<file path="src/rtl/reg_file_8x16.sv">
// ---------------------------------------------------------------------------
// reg_file_8x16
//
// Eight-entry register file with one write port and two registered read
// ports. Every register r0..r7 is writable; none is hardwired. Each read port
// picks its register through a per-bit 8:1 mux steered by its raddr, and the
// selected words are captured into output flops so read data appears one
// edge after the request.
//
// Optional feature (compile-time macro REG_FILE_BYPASS_EN):
//   defined   - a write and a read of the same index in the same cycle
//               return the new wdata on the matching read port(s).
//   undefined - the same collision returns the old register contents; the
//               new value is seen from the next read onward.
//
// Ports:
//   clk      in   rising-edge clock
//   reset    in   asynchronous active-high reset (clears registers + outputs)
//   Enable   in   block enable; gates all writes and reads
//   we       in   write request
//   waddr    in   [2:0] write register index
//   wdata    in   [WIDTH-1:0] write data
//   re       in   read request for both read ports
//   raddr_a  in   [2:0] read index / mux select for port A
//   raddr_b  in   [2:0] read index / mux select for port B
//   rdata_a  out  [WIDTH-1:0] registered read data, port A
//   rdata_b  out  [WIDTH-1:0] registered read data, port B
//   rvalid   out  high for exactly the cycle after an accepted read
// ---------------------------------------------------------------------------
module reg_file_8x16 #(
    parameter int WIDTH = 16
) (
    input  logic             clk,
    input  logic             reset,
    input  logic             Enable,
    input  logic             we,
    input  logic [2:0]       waddr,
    input  logic [WIDTH-1:0] wdata,
    input  logic             re,
    input  logic [2:0]       raddr_a,
    input  logic [2:0]       raddr_b,
    output logic [WIDTH-1:0] rdata_a,
    output logic [WIDTH-1:0] rdata_b,
    output logic             rvalid
);

    localparam int NUM_REGS = 8;

    logic [WIDTH-1:0] regs_q [NUM_REGS];
    logic [WIDTH-1:0] regs_d [NUM_REGS];
    logic [WIDTH-1:0] rdata_a_q, rdata_a_d;
    logic [WIDTH-1:0] rdata_b_q, rdata_b_d;
    logic             rvalid_q, rvalid_d;

    logic             write_fire;
    logic             read_fire;
    logic [WIDTH-1:0] mux_a;
    logic [WIDTH-1:0] mux_b;
    logic [WIDTH-1:0] fwd_a;
    logic [WIDTH-1:0] fwd_b;

    assign write_fire = Enable & we;
    assign read_fire  = Enable & re;

    // Bit-slice read muxes: each output bit is an independent 8:1 mux whose
    // select is the port's raddr, so code 0 lands on r0 and code 7 on r7.
    always_comb begin
        mux_a = '0;
        mux_b = '0;
        for (int b = 0; b < WIDTH; b++) begin
            mux_a[b] = regs_q[raddr_a][b];
            mux_b[b] = regs_q[raddr_b][b];
        end
    end

    // Collision handling between the write port and each read port.
`ifdef REG_FILE_BYPASS_EN
    always_comb begin
        fwd_a = mux_a;
        fwd_b = mux_b;
        if (write_fire && (waddr == raddr_a)) begin
            fwd_a = wdata;
        end
        if (write_fire && (waddr == raddr_b)) begin
            fwd_b = wdata;
        end
    end
`else
    // Without bypass the read sees the register contents before this edge.
    always_comb begin
        fwd_a = mux_a;
        fwd_b = mux_b;
    end
`endif

    // Next-state logic: registers and read data hold unless the enabled
    // write/read request targets them.
    always_comb begin
        for (int i = 0; i < NUM_REGS; i++) begin
            regs_d[i] = regs_q[i];
        end
        rdata_a_d = rdata_a_q;
        rdata_b_d = rdata_b_q;
        rvalid_d  = read_fire;

        if (write_fire) begin
            regs_d[waddr] = wdata;
        end
        if (read_fire) begin
            rdata_a_d = fwd_a;
            rdata_b_d = fwd_b;
        end
    end

    // State flops; reset clears everything immediately, discarding any
    // operation that was set up for the coming edge.
    always_ff @(posedge clk or posedge reset) begin
        if (reset) begin
            for (int i = 0; i < NUM_REGS; i++) begin
                regs_q[i] <= '0;
            end
            rdata_a_q <= '0;
            rdata_b_q <= '0;
            rvalid_q  <= 1'b0;
        end else begin
            for (int i = 0; i < NUM_REGS; i++) begin
                regs_q[i] <= regs_d[i];
            end
            rdata_a_q <= rdata_a_d;
            rdata_b_q <= rdata_b_d;
            rvalid_q  <= rvalid_d;
        end
    end

    assign rdata_a = rdata_a_q;
    assign rdata_b = rdata_b_q;
    assign rvalid  = rvalid_q;

endmodule

</file>
<file path="config.mk">
export PLATFORM = sky130hd
export DESIGN_NAME = reg_file_8x16
export DESIGN_NICKNAME = d
export VERILOG_FILES = /design/src/rtl/reg_file_8x16.sv
export SDC_FILE = /design/constraint.sdc
export NUM_CORES = 1
export LEC_CHECK = 0
export ABC_AREA = 1
export CORE_MARGIN = 1
export CORE_UTILIZATION = 55
export DETAILED_ROUTE_END_ITERATION = 12
export PLACE_DENSITY = 0.76
export REMOVE_ABC_BUFFERS = 1
export SLEW_MARGIN = 10
export SYNTH_ARGS = -nofsm -noshare
export SYNTH_HDL_FRONTEND = slang
export SYNTH_SLANG_ARGS = --single-unit
export TNS_END_PERCENT = 50
</file>
<file path="constraint.sdc">
create_clock -name clk -period 6.3 [get_ports clk]
set_input_delay 1.26 -clock clk [delete_from_list [all_inputs] [get_ports clk]]
set_output_delay 1.26 -clock clk [all_outputs]
set_load 0.05 [all_outputs]
</file>
==> reports/results.txt <==
Clk pin slew, worst setup/hold paths: 60 ps
Antenna violations before repair: 0
Worst-path maximum fanout: 33
Initial DRT Pass Iterations: 6
Min Clock Period, post-route: 3040 ps
Die X: 127 um
TNS Setup: 0 ps
Initial Util: 56.2%
Gr usage total: 30.6%
Leakage Power: 5.13 nW
Deepest clock path buffer count: 2
Status: finished clean
Synth Warn #: 0
Slowest cell delay on critical path: 1000 ps
Buf+Inv Stages, Crit Path: 3
Post-DP HPWL: 13000 um
Setup violators final: 0
Relative slew slack: 13.1%
Setup CP Type: in2reg
Syn avg cell area: 7.07 sq um
Die height: 127 um
Hold_buf cts: 0
Clk sinks: 161
Worst VDD drop: 0.000232 V
Via Count: 8085
Post-Synthesis Cells: 1209
Min-delay worst type: reg2reg
Die footprint: 0.0160 sq mm
Share of power burned in registers: 42.0%
CP cell instances: clkdlybuf4s50_1, nand2_1, buf_4, inv_1, nand3_1, nand2_1
Pwr Total: 3.23 mW
Gr busiest metal: met2
Met3 Track Usage GR: 5.99%
Root buf cell: clkbuf_16
Post-Route WL: 23300 um
Sw power: 1.04 mW
Register area share after synthesis: 47.1%
Slowest cell on crit path: inv_1
Synthesized flop and latch total: 161
Vias per cell: 5.64
Met2 GRT Util: 48.4%
First-pass GRT wire length: 38000 um
Initial DRC count: 813
Largest net degree at the start of global routing: 114
RSZ-0062 raised after global routing: no
Finished Cell Area: 0.00974 sq mm
Area after DPL: 0.00912 sq mm
Antenna Diode Count: 0
Synth Cell Area: 0.00855 sq mm
Share of layout cells above drive strength 1: 4.41%
Number of fill cells: 1316
Vias in the first global route: 7551
Worst setup EP type: register
H-tree Lvls: 4
Met1 Track Usage GR: 41.9%
FMAX: 329 MHz
Final nets: 1264
Setup crit start kind: input pin
Slew @ Worst Pin: 1300 ps
Internal power: 2.19 mW
Antenna Violating Nets Remaining: 0
Fin crit share: 48.2%
Cell variety after synth: 14
Clk_lat worst skew: 440 ps
CTS tree: yes
Core area: 0.0152 sq mm
Avg WL per Cell: 16.2 um
Final Hold Viols: 0
Comb power frac: 24.2%
Max Slew Vio Count: 0
Grt total ovfl: 0
Net Sw Frac: 32.3%
Max-cap violation count: 0
Pwr Density: 331 mW/mm^2
I/O pins: 63
Clock Power Share: 33.9%
Rows: 45
Clk_skew: 7.58 ps
RD Place Congestion: 0.836
Setup Buffers After CTS: 0
Post-CTS sizing: 0
CP top delay family: buffers and inverters
WP data required: 6670 ps
CTS Buf Count: 17
Worst path arrival time: 3400 ps
CP dominant cell by count: nand2_1
I/O Buffers: 62
Syn-to-layout area delta: 14.0%
DRC violations left: 0
[final timing paths]
kind	start	depth (start not counted)	slack (ps)	end
hold / removal	rdata_b[15]$_DFFE_PP0P_	2	480	rdata_b[15]$_DFFE_PP0P_
hold reg to reg	rdata_b[15]$_DFFE_PP0P_	2	480	rdata_b[15]$_DFFE_PP0P_
setup / recovery	Enable	6	3260	rdata_a[0]$_DFFE_PP0P_
setup reg to reg	regs_q[32]$_DFFE_PP0P_	6	5220	rdata_a[0]$_DFFE_PP0P_
min in group asynchronous	reset	2	1440	regs_q[96]$_DFFE_PP0P_
max in group asynchronous	reset	3	3660	regs_q[67]$_DFFE_PP0P_
[cells by family (layout without fill, tap and decap cells)]
family                 after synthesis  after routing  share of synthesized area [%]
AOI/OAI and AO/OA                  128            128                           7.50
buffers and inverters              232            269                           11.8
DFF                                161            161                           47.1
and+or+nand+nor                    688            688                           33.6
[state kept, by name (all words and copies together) (netlist names)]
signal / flops
regs_q: 128
rdata_a: 16
rdata_b: 16
rvalid: 1
[power groups by stage]
stage	clock [mW]	combinational [mW]	sequential (mW)
2_1_floorplan	0	0.429	1.46
3_3_place_gp	0	0.755	1.36
3_5_place_dp	0	0.771	1.36
4_1_cts	1.10	0.778	1.35
5_1_grt	1.15	0.880	1.37
6_report	1.09	0.780	1.35
[layout by cell type (no fill, tap or decap), types with 3 or more instances in the layout]
| cell type | count |
|---|---|
| bufinv_16 | 4 |
| clkbuf_16 | 17 |
| o21ai_0 | 118 |
| clkbuf_1 | 3 |
| nand2_1 | 459 |
| o21ai_1 | 10 |
| nand3_1 | 224 |
| nor2_1 | 3 |
| clkdlybuf4s50_1 | 60 |
| clkinv_4 | 3 |
| inv_1 | 153 |
| buf_4 | 20 |
| dfrtp_1 | 161 |
[Yosys cell counts, drive strengths merged]
master | count | area [sq um]
o21ai | 128 | 641
nand3 | 224 | 1120
nand2 | 459 | 1720
clkbuf | 10 | 46.3
dfrtp | 161 | 4030
buf | 66 | 378
nor2 | 5 | 23.8
inv | 156 | 586
[routing by layer]
metal	part of all wire, %	wire length [um]
met5	0	0
met4	2.7	619
met3	7.0	1630
met2	46	10800
met1	44	10200
[worst reg2reg max path: stages, from the launching register on]
cell     delay (ps)
dfrtp_1         380
inv_1            90
nand2_1          70
nand3_1         120
nand3_1         100
nand3_1         120
nand2_1          80
[through the flow]
stage          instances  hold slack, ps  setup WS, ps  utilization (%)
3_3_place_gp        1403             466          2910             60.0
2_1_floorplan       1133             453           692                -
5_1_grt             1434             501          3190             64.1
6_report            1434             480          3260             64.1
3_5_place_dp        1403             466          2840             60.0
4_1_cts             1434             482          3290             64.1
[cell type report]
cell class	count	area [sq um]	area share, %
timing repair buffer	82	761	7.81
clock inverter	9	156	1.61
inverter	156	591	6.06
sequential	161	4030	41.3
multi-input combinational	816	3510	36.0
clock buffer	22	464	4.76
tap	188	235	2.41
(Power assumes the default switching activity.)
